[config.mk]
export PLATFORM = sky130hd
export DESIGN_NAME = kf_channel_scheduler
export DESIGN_NICKNAME = d
export VERILOG_FILES = /design/src/rtl/kf_channel_scheduler.sv
export SDC_FILE = /design/constraint.sdc
export NUM_CORES = 1
export LEC_CHECK = 0
export ABC_AREA = 1
export CAP_MARGIN = 20
export CORE_MARGIN = 2
export CORE_UTILIZATION = 45
export DETAILED_ROUTE_END_ITERATION = 8
export DONT_BUFFER_PORTS = 1
export GPL_TIMING_DRIVEN = 0
export PLACE_DENSITY_LB_ADDON = 0.25
export SLEW_MARGIN = 0
export SYNTH_ARGS = -nofsm -noshare
export SYNTH_HDL_FRONTEND = slang
export SYNTH_SLANG_ARGS = --single-unit
[constraint.sdc]
create_clock -name clk -period 3 [get_ports clk]
set_clock_uncertainty 0.2 [all_clocks]
set_input_delay 0.6 -clock clk [delete_from_list [all_inputs] [get_ports clk]]
set_output_delay 0.6 -clock clk [all_outputs]
set_load 0.005 [all_outputs]
[src/rtl/kf_channel_scheduler.sv]
// rtl/kf_channel_scheduler.sv - round-robin sharing of one kalman_filter core between sensor channels
//
// Purpose:
//   Buffers one pending sample per channel, grants the filter core round-robin,
//   drives the core's start/done handshake and forwards each posterior, tagged
//   with its channel, over a valid/ready handshake.
//
// Ports:
//   clk, reset_n            system clock, asynchronous active-low reset
//   meas_valid, meas_data   per-channel sample strobe and data (channel c at [c*W +: W])
//   clear_flags             strobe clearing the sticky flags
//   kf_start, kf_ch, kf_z   request to the filter core (start pulse, state bank, measurement)
//   kf_done, kf_x           completion pulse and posterior from the filter core
//   out_valid, out_ready    result handshake towards parallel_2_serial
//   out_data, out_ch        posterior and its channel tag
//   overrun, timeout_err    sticky error flags
//   busy                    scheduler is not idle
module kf_channel_scheduler #(
  parameter int NUM_CH  = 3,
  parameter int W       = 16,
  parameter int TIMEOUT = 255
) (
  input  logic                      clk,
  input  logic                      reset_n,
  input  logic [NUM_CH-1:0]         meas_valid,
  input  logic [NUM_CH*W-1:0]       meas_data,
  input  logic                      clear_flags,
  output logic                      kf_start,
  output logic [$clog2(NUM_CH)-1:0] kf_ch,
  output logic [W-1:0]              kf_z,
  input  logic                      kf_done,
  input  logic [W-1:0]              kf_x,
  output logic                      out_valid,
  input  logic                      out_ready,
  output logic [W-1:0]              out_data,
  output logic [$clog2(NUM_CH)-1:0] out_ch,
  output logic [NUM_CH-1:0]         overrun,
  output logic                      timeout_err,
  output logic                      busy
);

  localparam int CHW = $clog2(NUM_CH);
  localparam int CW  = $clog2(TIMEOUT + 1);

  localparam logic [CW-1:0]  CNT_LAST = CW'(TIMEOUT - 1);
  localparam logic [CW-1:0]  CNT_MAX  = CW'(TIMEOUT);
  localparam logic [CHW-1:0] CH_LAST  = CHW'(NUM_CH - 1);

  typedef enum logic [1:0] {
    S_IDLE,
    S_ISSUE,
    S_WAIT,
    S_OUTPUT
  } state_t;

  state_t state;
  state_t state_nxt;

  logic [W-1:0]      hold [NUM_CH];
  logic [NUM_CH-1:0] pending;
  logic [CHW-1:0]    rr_ptr;
  logic [CW-1:0]     wait_cnt;

  logic [CHW-1:0]    grant;
  logic [NUM_CH-1:0] grant_oh;
  logic [NUM_CH-1:0] overrun_set;
  logic              grant_fire;
  logic              wait_done;
  logic              wait_expire;
  logic              out_fire;

  // Channel reached by stepping 'off' places from 'base', wrapping at NUM_CH.
  function automatic logic [CHW-1:0] rr_idx(input logic [CHW-1:0] base, input int off);
    int unsigned s;
    s = 32'(base) + 32'(off);
    if (s >= NUM_CH) s = s - NUM_CH;
    return CHW'(s);
  endfunction

  // Scan from the far end back towards rr_ptr so the last hit is the first
  // pending channel at or after rr_ptr.
  always_comb begin
    grant = '0;
    for (int i = NUM_CH - 1; i >= 0; i--) begin
      if (pending[rr_idx(rr_ptr, i)]) grant = rr_idx(rr_ptr, i);
    end
  end

  always_comb begin
    grant_oh = '0;
    if (grant_fire) grant_oh[grant] = 1'b1;
  end

  // A strobe into an already-pending slot overwrites it, unless that slot is
  // being granted this very cycle (the old sample leaves, the new one waits).
  assign overrun_set = meas_valid & pending & ~grant_oh;

  always_ff @(posedge clk or negedge reset_n) begin
    if (!reset_n) state <= S_IDLE;
    else          state <= state_nxt;
  end

  always_comb begin
    state_nxt   = state;
    grant_fire  = 1'b0;
    wait_done   = 1'b0;
    wait_expire = 1'b0;
    out_fire    = 1'b0;
    case (state)
      S_IDLE: begin
        if (|pending) begin
          grant_fire = 1'b1;
          state_nxt  = S_ISSUE;
        end
      end
      S_ISSUE: state_nxt = S_WAIT;
      S_WAIT: begin
        if (kf_done) begin
          wait_done = 1'b1;
          state_nxt = S_OUTPUT;
        end else if (wait_cnt >= CNT_LAST) begin
          wait_expire = 1'b1;
          state_nxt   = S_IDLE;
        end
      end
      S_OUTPUT: begin
        if (out_valid && out_ready) begin
          out_fire  = 1'b1;
          state_nxt = S_IDLE;
        end
      end
      default: state_nxt = S_IDLE;
    endcase
  end

  assign kf_start = (state == S_ISSUE);
  assign busy     = (state != S_IDLE);

  always_ff @(posedge clk or negedge reset_n) begin
    if (!reset_n) begin
      pending <= '0;
      overrun <= '0;
      for (int c = 0; c < NUM_CH; c++) hold[c] <= '0;
    end else begin
      for (int c = 0; c < NUM_CH; c++) begin
        if (meas_valid[c]) begin
          hold[c]    <= meas_data[c*W +: W];
          pending[c] <= 1'b1;
        end else if (grant_oh[c]) begin
          pending[c] <= 1'b0;
        end
      end
      // A set in the same cycle as clear_flags survives the clear.
      overrun <= (clear_flags ? '0 : overrun) | overrun_set;
    end
  end

  always_ff @(posedge clk or negedge reset_n) begin
    if (!reset_n) begin
      rr_ptr      <= '0;
      kf_ch       <= '0;
      kf_z        <= '0;
      wait_cnt    <= '0;
      out_valid   <= 1'b0;
      out_data    <= '0;
      out_ch      <= '0;
      timeout_err <= 1'b0;
    end else begin
      if (grant_fire) begin
        kf_ch  <= grant;
        kf_z   <= hold[grant];
        rr_ptr <= (grant == CH_LAST) ? '0 : grant + 1'b1;
      end

      if (state == S_ISSUE) begin
        wait_cnt <= '0;
      end else if (state == S_WAIT && !kf_done && wait_cnt != CNT_MAX) begin
        wait_cnt <= wait_cnt + 1'b1;
      end

      if (wait_done) begin
        out_valid <= 1'b1;
        out_data  <= kf_x;
        out_ch    <= kf_ch;
      end else if (out_fire) begin
        out_valid <= 1'b0;
      end

      timeout_err <= (timeout_err && !clear_flags) || wait_expire;
    end
  end

endmodule

* After elaboration in Yosys (flattened, before gate mapping)
Index checks and enable logic that the tools add are counted.
Storage, ports and cells: register bits 104, bits in latches 0, bits in writable memories 0, ROM bits 0, bits of input ports 72, output and inout bits 43, memories 0
Operators by class: $add $sub $neg 7, $mul 0, div/mod/pow operators 0, order comparisons 10, equal/unequal tests 8, shift-type cells 0, mux-type cells 44, bitwise gates (word level) 5, reductions and logical operators 17
Operators by type and width (number):
- $bmux W16 S2 | 1
- $mux W16 | 2
- $mux W2 | 11
- $mux W1 | 21
- $mux W8 | 2
- $lt A2 B3 Y1 const B | 4
- $reduce_bool A2 Y1 | 6
- $add A8 B1 Y8 const B | 1
- $ge A8 B8 Y1 const B | 1
- $ne A8 B8 Y1 const B | 1
- $pmux W2 S4 | 1
- $and A3 B3 Y3 | 2
- $bmux W1 S2 | 3
- $eq A2 B2 Y1 const B | 3
- $ge A3 B2 Y1 const B | 2
- $mux W3 | 2
- $sub A2 B2 Y2 const B | 3
- $logic_and A1 B1 Y1 | 5
- $ne A2 B2 Y1 const B | 2
- $add A2 B1 Y3 const B | 1
- $add A2 B2 Y3 const B | 1
- $ge A3 B3 Y1 const B | 1
- $ne A3 B3 Y1 const B | 1
- $not A2 Y3 | 1
- other kinds (12) | 13

* Logic depth before layout (Yosys ltp)
word-level depth 16, gate-level depth with buffers 15

* Least setup slack after synthesis
Ideal clock, no wire load.
path kind register to register, from register rr_ptr[0], to register kf_z[14], setup time 113 ps, arrival time 1667 ps, data required time 2687 ps, path slack 1021 ps, cell stages (with the launch flop) 14, cell sequence dfrtp_1 -> inv_1 -> ha_1 -> inv_2 -> nand2_1 -> nand3_1 -> nand2_1 -> nand2_1 -> nand3_4 -> buf_2 -> nand4_1 -> nand3_1 -> nand2_1 -> inv_1
Between the ends: longest elaborated chain between the ends 12, elaborated cells between the ends (all ways) 24, classes of those cells add/sub (5); order compare (3); mux (15); bitwise (1)
Ends and longest elaborated chain:
- start: declaration | RTL line 61 | logic [CHW-1:0] rr_ptr;
- start signal: assignment | RTL line 172 | rr_ptr <= (grant == CH_LAST) ? '0 : grant + 1'b1;
- $add A2 B2 Y3 | RTL line 75 | s = 32'(base) + 32'(off);
- $ge A3 B2 Y1 or $sub A2 B2 Y2 (tied branches) | RTL line 76 | if (s >= NUM_CH) s = s - NUM_CH;
- $mux W2 | RTL line 76
- $bmux W1 S2 | RTL line 85 | if (pending[rr_idx(rr_ptr, i)]) grant = rr_idx(rr_ptr, i);
- $mux W1 (implied by the code) | RTL line 85
- $mux W2 (2 in a row) | RTL line 85
- $mux W2 (*) | RTL line 85
- $not A2 Y3 (implied by the code) (*) | RTL line 171 | kf_z <= hold[grant];
- $bmux W16 S2 (*) | RTL line 171
- $mux W16 (implied by the code) (*) (2 in a row) | RTL line 171
- end signal: assignment | RTL line 171
- end: declaration | RTL line 30 | output logic [W-1:0] kf_z,
Every way passes the cells marked *; elsewhere a longest branch is shown, timed or not. The select of a mux whose other input is x is not followed. A chain may end at the register's enable or synchronous reset.

* Final worst setup path
from register rr_ptr[0], to register kf_z[3]
The elaborated chain is that of the path after synthesis.

==> results.toml <==
[final_layout]
n_antenna_cell = 0
register_area_sq_mm = 0.00260
most-common-layout-cells = "nand2_1, dfrtp_1, inv_1"
multi_input_area_sq_mm = 0.00188
drive_gt1_share_pct = 8.50
fill_cells = 1031
area_growth_pct = 6.94
nets = 685
final_common_cell = "nand2_1"

[yosys]
synth_edf_count = 0
synth_nets = 674
yosysSeqAreaShare_pct = 53.8
syn_area_per_cell_sq_um = 8.10
synth_top_area_share_pct = 53.8
syn_area_sq_mm = 0.00483
synthTopCellsByArea = "dfrtp_1, nand2_1, inv_1"
synth_area_leader_cell = "dfrtp_1"
synthArstFlopShare_pct = 100
syn_inst = 597
ys.flop_type = "dfrtp_1"
ys_ff_latch = 104
yosysUniqueCellTypes = 30
ys_warn_count = 0

[global_route]
grt_pass1_wl_microns = 18900
grt_max_degree = 105
antenna_found_initial = 0
grt.total_usage_pct = 20.9
grt.overflow.total = 0
grt_pass1_vias = 3881

[clocking]
cts.htree.levels = 3
clockBufferDepth = 2
cts_resized = 0
cts_tree = "built"
clk_pin_slew_ps = 90
cts_buffers = 9
cts-root-buf = "clkbuf_8"
cts.sinks = 104
clock_latency_ps = 360
post_cts_buffers = 0

[die]
io_pins = 115
chipHeight_microns = 108
rows = 37
coreArea_sq_mm = 0.0104
initial_core_util_pct = 46.6
dieWidth_microns = 108
dieArea_sq_mm = 0.0116

[power_and_ir_drop]
power_leakage_nw = 2.72
total_power_w = 0.00508
powerDensity_mw_per_mm2 = 983
irDropWorstVdd_uv = 432

[sta]
slew_violations = 0
tightest_slew_ps = 627
max_slew_margin_pct = 58.1
fmax_mhz = 426
timing.final.crit_share_pct = 78.2
worst_hold_slack_ps = -281
min_period_ps = 2350
tns_ps = 0
setup_violations = 0
rsz0062_at_grt = "no"
hold_viol_final = 104

[worst_setup_path]
critPathKind = "flip-flop to flip-flop"
cpMostUsedCell = "nand2_1"
endpoint_kind = "flip-flop"
cp_data_required_time_ps = 3100
cp_cell_sequence = "inv_1 > ha_1 > inv_2 > nand2_1 > nand2_1 > nand2_1 > nand2_1 > nand2_1 > nand2_1 > buf_2 > nor2_1 > nand2_1 > nand4_1"
cp.arrival_ps = 2450
crit_fanout = 10
worst_path_max_delay_cell = "ha_1"
cp-start-kind = "flip-flop"
crit_path_max_incr_delay_ps = 370

[routing]
avgRoutedWirePerCell_microns = 15.1
routed-via-count = 3810
via_per_inst = 5.09
drt_iter0_markers = 233
drc_errors = 0
drtAntennaViolNets = 0
dr.pass1.iters = 5
drt_wl_total_microns = 11300

[placed_design]
port_buffers = 0
hpwl_microns = 8420
globalplace.congestion = 0.827

[hold_path]
worstHoldPathType = "primary input to asynchronous set/reset pin"

[status]
outcome = "finished with violations"
violations = "negative hold slack"

[run]
drv_cap = 0
-- flip-flops by register name (all words and copies together), names as in the netlist, 3 cells and up --
signal    flops
out_data     16
overrun       3
hold         48
pending       3
wait_cnt      8
kf_z         16
-- power breakdown --
group,internal (W),total [W],switching (W)
sequential,0.00179,0.00211,0.000315
clock,0.000323,0.000775,0.000452
combinational,0.000758,0.00220,0.00144
total,0.00287,0.00508,0.00221
-- logic make-up (layout without fill, tap and decap cells) --
| group | after synthesis | in the layout | share of synthesized area [%] |
|---|---|---|---|
| buf+inv | 88 | 103 | 7.25 |
| fa+ha+maj | 5 | 5 | 1.29 |
| flops | 104 | 104 | 53.8 |
| simple gates | 346 | 346 | 31.1 |
| compound gates | 53 | 53 | 6.37 |
| xor+xnor | 1 | 1 | 0.181 |
-- worst paths after layout --
kind / startpoint / slack (ps) / to / depth (start not counted)
max: rr_ptr[0]$_DFFE_PN0P_ / 650 / kf_z[3]$_DFFE_PN0P_ / 13
min: reset_n / -280 / hold[41]$_DFFE_PN0P_ / 0
max reg2reg: rr_ptr[0]$_DFFE_PN0P_ / 650 / kf_z[3]$_DFFE_PN0P_ / 13
min reg2reg: hold[18]$_DFFE_PN0P_ / 290 / hold[18]$_DFFE_PN0P_ / 2
max in group asynchronous: reset_n / 2720 / hold[9]$_DFFE_PN0P_ / 0
min in group clk: kf_done / 130 / timeout_err$_DFF_PN0_ / 1
-- final cells by class --
type | count | share of cell area, %
Clock inverter | 2 | 0.315
Clock buffer | 13 | 2.88
Inverter | 65 | 4.72
Multi-Input combinational cell | 405 | 36.4
Tap cell | 136 | 3.29
Buffer | 23 | 2.06
Sequential cell | 104 | 50.3
-- synthesized netlist by cell type (6+ instances only) --
| cell | n |
|---|---|
| nand3_1 | 32 |
| inv_1 | 57 |
| o21ai_1 | 8 |
| clkbuf_1 | 15 |
| a21oi_1 | 8 |
| buf_2 | 7 |
| nand4_1 | 22 |
| dfrtp_1 | 104 |
| inv_2 | 6 |
| nand3_2 | 8 |
| o21ai_0 | 28 |
| nor2_1 | 11 |
| or2_2 | 11 |
| nand2_1 | 255 |
-- metal layers --
metal / part of all wire (%) / wire (microns) / vias up / track usage, %
met4: 0.75 / 85 / 0 / 4.49
met3: 8.7 / 980 / 6 / 7.38
li1: - / - / 1907 / -
met1: 43 / 4860 / 1777 / 25.5
met5: 0 / 0 / - / 0
met2: 47 / 5350 / 120 / 35.6
-- stage by stage --
step           setup slack (ps)  cells  utilization (%)  cell area [sq um]  hold slack [ps]
3_3_place_gp                769    733             48.3               5000              107
6_report                    655    748             49.9               5170             -281
3_5_place_dp                715    733             48.3               5000              108
5_1_grt                     473    748             49.9               5170             -303
4_1_cts                     678    748             49.9               5170             -296
2_1_floorplan              1020    597                -               4830              104
-- critical path: cells and delay by family (launching register included) --
kind,cells,cell delay (ps)
and+or+nand+nor,9,960
buffers and inverters,3,390
adders and majority gates,1,370
DFF,1,360
Note: power is estimated with default switching activity, not from simulation.
==> patch 1, RTL diff (same settings) <==
Reset style: synchronous (`reset_n`), changed in 3 clocked blocks. Comments in the files are not updated.
--- a/src/rtl/kf_channel_scheduler.sv
+++ b/src/rtl/kf_channel_scheduler.sv
@@ -95,7 +95,7 @@
   // being granted this very cycle (the old sample leaves, the new one waits).
   assign overrun_set = meas_valid & pending & ~grant_oh;
 
-  always_ff @(posedge clk or negedge reset_n) begin
+  always_ff @(posedge clk) begin
     if (!reset_n) state <= S_IDLE;
     else          state <= state_nxt;
   end
@@ -136,7 +136,7 @@
   assign kf_start = (state == S_ISSUE);
   assign busy     = (state != S_IDLE);
 
-  always_ff @(posedge clk or negedge reset_n) begin
+  always_ff @(posedge clk) begin
     if (!reset_n) begin
       pending <= '0;
       overrun <= '0;
@@ -155,7 +155,7 @@
     end
   end
 
-  always_ff @(posedge clk or negedge reset_n) begin
+  always_ff @(posedge clk) begin
     if (!reset_n) begin
       rr_ptr      <= '0;
       kf_ch       <= '0;
Check against the original RTL: differs if reset_n is asserted again (counterexample within 4 cycles, from zero or initial values and one cycle with reset_n low); with reset_n held inactive, the same outputs for 4 cycles.
==> patch 1 against the unedited design <==
- total power is 14% lower
- first-iteration DRC count is 17% lower
- worst setup slack better by 37 ps
- wire length is 8.4% lower
- largest cell class unchanged
- sequential power is 10% lower
- critical path depth is 2 lower
- synthesized area is 0.44% higher
- design area is 0.97% higher
- sequential cell count stayed put
- hold slack better by 480 ps
- die area is 0.43% higher
==> patch 1: results (changes against the unedited design) <==
[yosys]
syn_inst=591  ; -1.0%
synth-seq-area-share=0.528  ; -0.0106
synth-edff-count=48  ; +48
ys_async_sr_fraction=0  ; -1.00
synth.most_common_cell=nand2_1
synthMuxAreaShare=0  ; unchanged
synthFlopType=dfxtp_1
synth-adder-area-share=0.0129  ; -0.0000567
synth_cell_type_count=33  ; +10%
synth_compound_area_frac=0.0928  ; +0.0291
synth_common_cells=145 x nand2_1, 134 x inv_1, 60 x nand3_1
synth_fp_nets=668  ; -0.89%
synth_xor_xnor_area_share=0.00180  ; -0.00000794
synth_area_leaders=edfxtp_1 30%, dfxtp_1 23%, nand2_1 11%

[place]
dp_hpwl_um=7620  ; -9.4%
gp_congestion=0.874  ; +5.8%
post-place-ws_ps=393  ; -322 ps

[routing]
drt_iter0_markers=193  ; -17%
dr_wl_met2_um=4850  ; -9.3%
wl_met3_um=936  ; -4.5%
vias=3551  ; -6.8%
wl_met1_um=4350  ; -10%
top_layer_used=met4
drt-total-wl_um=10300  ; -8.4%

[global_routing]
grt_pass1_vias=3401  ; -12%
grt_max_degree=18  ; -83%
grt_pass1_wl_um=16500  ; -13%
track_usage=0.185  ; -0.0239

[cts]
post_cts_buffers=0  ; unchanged
clock_latency_ps=360  ; about the same
clockBufferDepth=2  ; unchanged
root_buffer=clkbuf_8

[setup_path]
critPathMaxFanout=10  ; unchanged
rrSetupSlack_ps=690  ; +40 ps
startpoint=rr_ptr[0]
worstRegToRegCells=11  ; -2
r2r_end=kf_z[8]
critical_path_arrival_ps=2340  ; -110 ps

[finish]
drive_gt1_frac=0.0956  ; +0.0106
n_antenna_cell=0  ; unchanged
fin_nets=679  ; -0.88%
fillers=1004  ; -2.6%

[hold_path]
hp-class=in2reg
min_to=hold[1][14]

[sta]
whs_ps=203  ; +484 ps
maxSlewHeadroom=0.471  ; -0.109
min_period_over_period=0.769  ; -0.0124

[pwr]
p_leak_nw=2.42  ; -11%
irDropWorstVdd_v=0.000349  ; -19%

[outcome]
status=completed

[patch 1: changes by cell type after synthesis, moves of 4 or more]
cell	unedited run	this run
inv_1	57	134
dfrtp_1	104	0
nand2_1	255	145
dfxtp_1	0	56
or2_2	11	1
edfxtp_1	0	48
o21ai_1	8	4
nand4_1	22	2
a21oi_2	1	10
nand3_2	8	12
nand3_1	32	60
a21oi_1	8	36
[patch 1: worst max-delay path, stage by stage, from the launching register on]
cell     delay [ps]
dfxtp_1         370
inv_1            70
ha_1            370
inv_1           180
nand3_1         100
nand3_1         120
nand2_1         100
nand3_4         160
buf_2           220
nand3_1         100
nand3_1         140
a21oi_2          60
[patch 1: logic make-up (layout without fill, tap and decap cells)]
kind of cell | count (synthesis) | after routing
xor gates and xnor gates | 1 | 1
buffers and inverters | 161 | 177
AOI/OAI and AO/OA | 79 | 79
adders and majority gates | 5 | 5
DFF | 104 | 104
and+or+nand+nor | 241 | 241
[patch 1: routing by layer]
| layer | GRT usage | vias to the layer above |
|---|---|---|
| met2 | 0.317 | 118 |
| met3 | 0.0642 | 12 |
| met1 | 0.212 | 1556 |
| met4 | 0.0668 | 0 |
| li1 | - | 1865 |
| met5 | 0 | - |
[patch 1: worst max path at each step]
stage / to / slack [ps] / cells after the start
detailed placement: hold[1][15] / 390 / 3
floorplan: kf_z[13] / 1000 / 11
finish: kf_z[8] / 690 / 11
global placement: hold[1][3] / 430 / 3
global route: kf_z[12] / 510 / 8
CTS: kf_z[13] / 670 / 8
[patch 1: final cells by class]
type,instances,area share
Clock buffer,9,0.0237
Tap cell,136,0.0326
Clock inverter,7,0.0134
Buffer,23,0.0237
Sequential cell,104,0.491
Multi-Input combinational cell,326,0.316
Inverter,138,0.0992
[patch 1: power by group]
part           switching, mW  total, mW  internal, mW
clock network          0.479      0.865         0.386
registers              0.169       1.90          1.73
logic                   1.05       1.60         0.550
total                   1.70       4.37          2.67
[patch 1: stage by stage]
step | area (µm²) | instances
after floorplan | 4860 | 591
final | 5220 | 743
after CTS | 5220 | 743
after detailed placement | 5030 | 727
after global routing | 5220 | 743
after global placement | 5030 | 727
==> patch 2, RTL diff (config.mk and constraints unchanged) <==
Made on the original files. Set the parameter `TIMEOUT` to 510 (it was 255).
--- a/src/rtl/kf_channel_scheduler.sv
+++ b/src/rtl/kf_channel_scheduler.sv
@@ -18,7 +18,7 @@
 module kf_channel_scheduler #(
   parameter int NUM_CH  = 3,
   parameter int W       = 16,
-  parameter int TIMEOUT = 255
+  parameter int TIMEOUT = 510
 ) (
   input  logic                      clk,
   input  logic                      reset_n,
Check against the original RTL: no difference found for any inputs over 4 cycles, from zero or initial values and one cycle with reset_n low; that may be too few to reach the edited logic, so the function may still have changed.
==> patch 2 against the unedited design <==
- the run still ends with negative hold slack left
- synthesized area increased by 0.98%
- die area increased by 0.95%
- worst setup slack improved by 110 ps
- fmax increased by 4.7%
- wire length decreased by 0.19%
- sequential share of layout area decreased by 0.63 points
- core utilization decreased by 0.44 points
- cell count increased by 1.6%
- hold slack got worse by 4.5 ps
- non-clock buffer count decreased by 3
- design area increased by 2.3%
- sequential cell count increased by 1
Power is not compared: it rests on default switching activity, and its combinational part moved more than twofold at a synthesized area within 25%.
==> patch 2: results (changes against the unedited design) <==
[pwr]
p_leak_nw=2.85
p_sw_mw=0.575

[yosys]
synthFlopType=dfrtp_1
synth_common_cells=255 x nand2_1, 105 x dfrtp_1, 50 x inv_1
synth_area_leaders=dfrtp_1 54%, nand2_1 20%, nand3_1 5.0%
synth_fp_nets=682  ; +1.2%
synth_cell_type_count=33  ; +10%
synth-seq-area-share=0.538  ; about the same
ys_warn_count=0  ; unchanged

[global_routing]
met1_usage=0.264  ; +0.00852
met3_usage=0.0567  ; -0.0172
grt_pass1_wl_um=18600  ; -1.7%
grt_pass1_vias=3752  ; -3.3%
track_usage=0.204  ; -0.00492
grt_max_degree=106  ; +0.95%
antenna_found_initial=0  ; unchanged
use_met2=0.336  ; -0.0202

[setup_path]
critical_path_arrival_ps=2350  ; -100 ps
cpPeakStageDelay_ps=380
cp_top_family=simple AND/OR/NAND/NOR gates

[sta]
whs_ps=-285  ; -4.51 ps
maxSlewHeadroom=0.662  ; +0.0819
hold_violations=105  ; +0.96%

[routing]
dr_wl_met2_um=5370  ; +0.41%
wl_met1_um=4990  ; +2.5%
drt-total-wl_um=11300  ; -0.19%
first_pass_iters=5  ; unchanged
via_per_inst=5.05  ; -0.80%
wl_met3_um=743  ; -24%
top_layer_used=met4
drt_iter0_markers=263  ; +13%

[outcome]
violations=negative hold slack
status=finished, violations left

[place]
post-place-ws_ps=822  ; +107 ps
gp_congestion=0.796  ; -3.7%
dp_hpwl_um=8290  ; -1.5%

[finish]
drive_gt1_frac=0.0887  ; +0.00374
top_regs=hold (48), kf_z (16), out_data (16)
fin_nets=693  ; +1.2%
n_antenna_cell=0  ; unchanged

[cts]
path_clk_slew_ps=100
postCtsResizedCells=0  ; unchanged
root_buffer=clkbuf_8
htreeDepth=3  ; unchanged
clock_latency_ps=370
cts_buffers=9  ; unchanged
post_cts_buffers=0  ; unchanged
clockBufferDepth=2  ; unchanged

[hold_path]
hp-class=in2async

[patch 2: cell count changes in the layout (fill, tap and decap cells not counted), moves of 6 or more]
cell / before / now
inv_1: 57 / 50
nand3_1: 32 / 49
nand3_2: 8 / 2
nand4_1: 22 / 14
o21ai_0: 28 / 21
o21ai_1: 8 / 14
[patch 2: final timing paths]
path                            cells after the start      start  slack [ps]          end
worst max-delay path                               14  rr_ptr[0]         760     kf_z[14]
worst min-delay path                                0    reset_n        -290  wait_cnt[7]
worst max register to register                     14  rr_ptr[0]         760     kf_z[14]
worst min register to register                      2   hold[23]         280     hold[23]
max in group asynchronous                           0    reset_n        2710     hold[30]
min in group clk                                    2    kf_x[9]         130  out_data[9]
[patch 2: layout make-up]
| type | count | area (µm²) |
|---|---|---|
| fill | 1074 | 5410 |
| sequential | 105 | 2630 |
| multi-input combinational | 414 | 1910 |
| inverter | 65 | 246 |
| tap | 140 | 175 |
| clock buffer | 11 | 151 |
| buffer | 20 | 95.1 |
| clock inverter | 5 | 77.6 |
[patch 2: through the flow]
stage | instance area, µm² | cells
2_1_floorplan | 4880 | 604
3_3_place_gp | 5060 | 744
3_5_place_dp | 5060 | 744
4_1_cts | 5290 | 760
5_1_grt | 5290 | 760
6_report | 5290 | 760
[patch 2: logic make-up after synthesis]
logic type | Yosys count | share of synthesized area
compound gates | 53 | 0.0643
buf+inv | 85 | 0.0700
flops | 105 | 0.538
fa+ha+maj | 6 | 0.0154
xor+xnor | 3 | 0.00538
simple gates | 352 | 0.307
[patch 2: power groups by stage]
stage	clock (mW)	combinational, mW	sequential (mW)
after global placement	0	0.0988	1.53
after floorplan	0	0.0782	1.52
final	0.992	0.101	1.50
after CTS	1.02	0.103	1.51
after detailed placement	0	0.103	1.53
after global routing	1.08	0.122	1.51
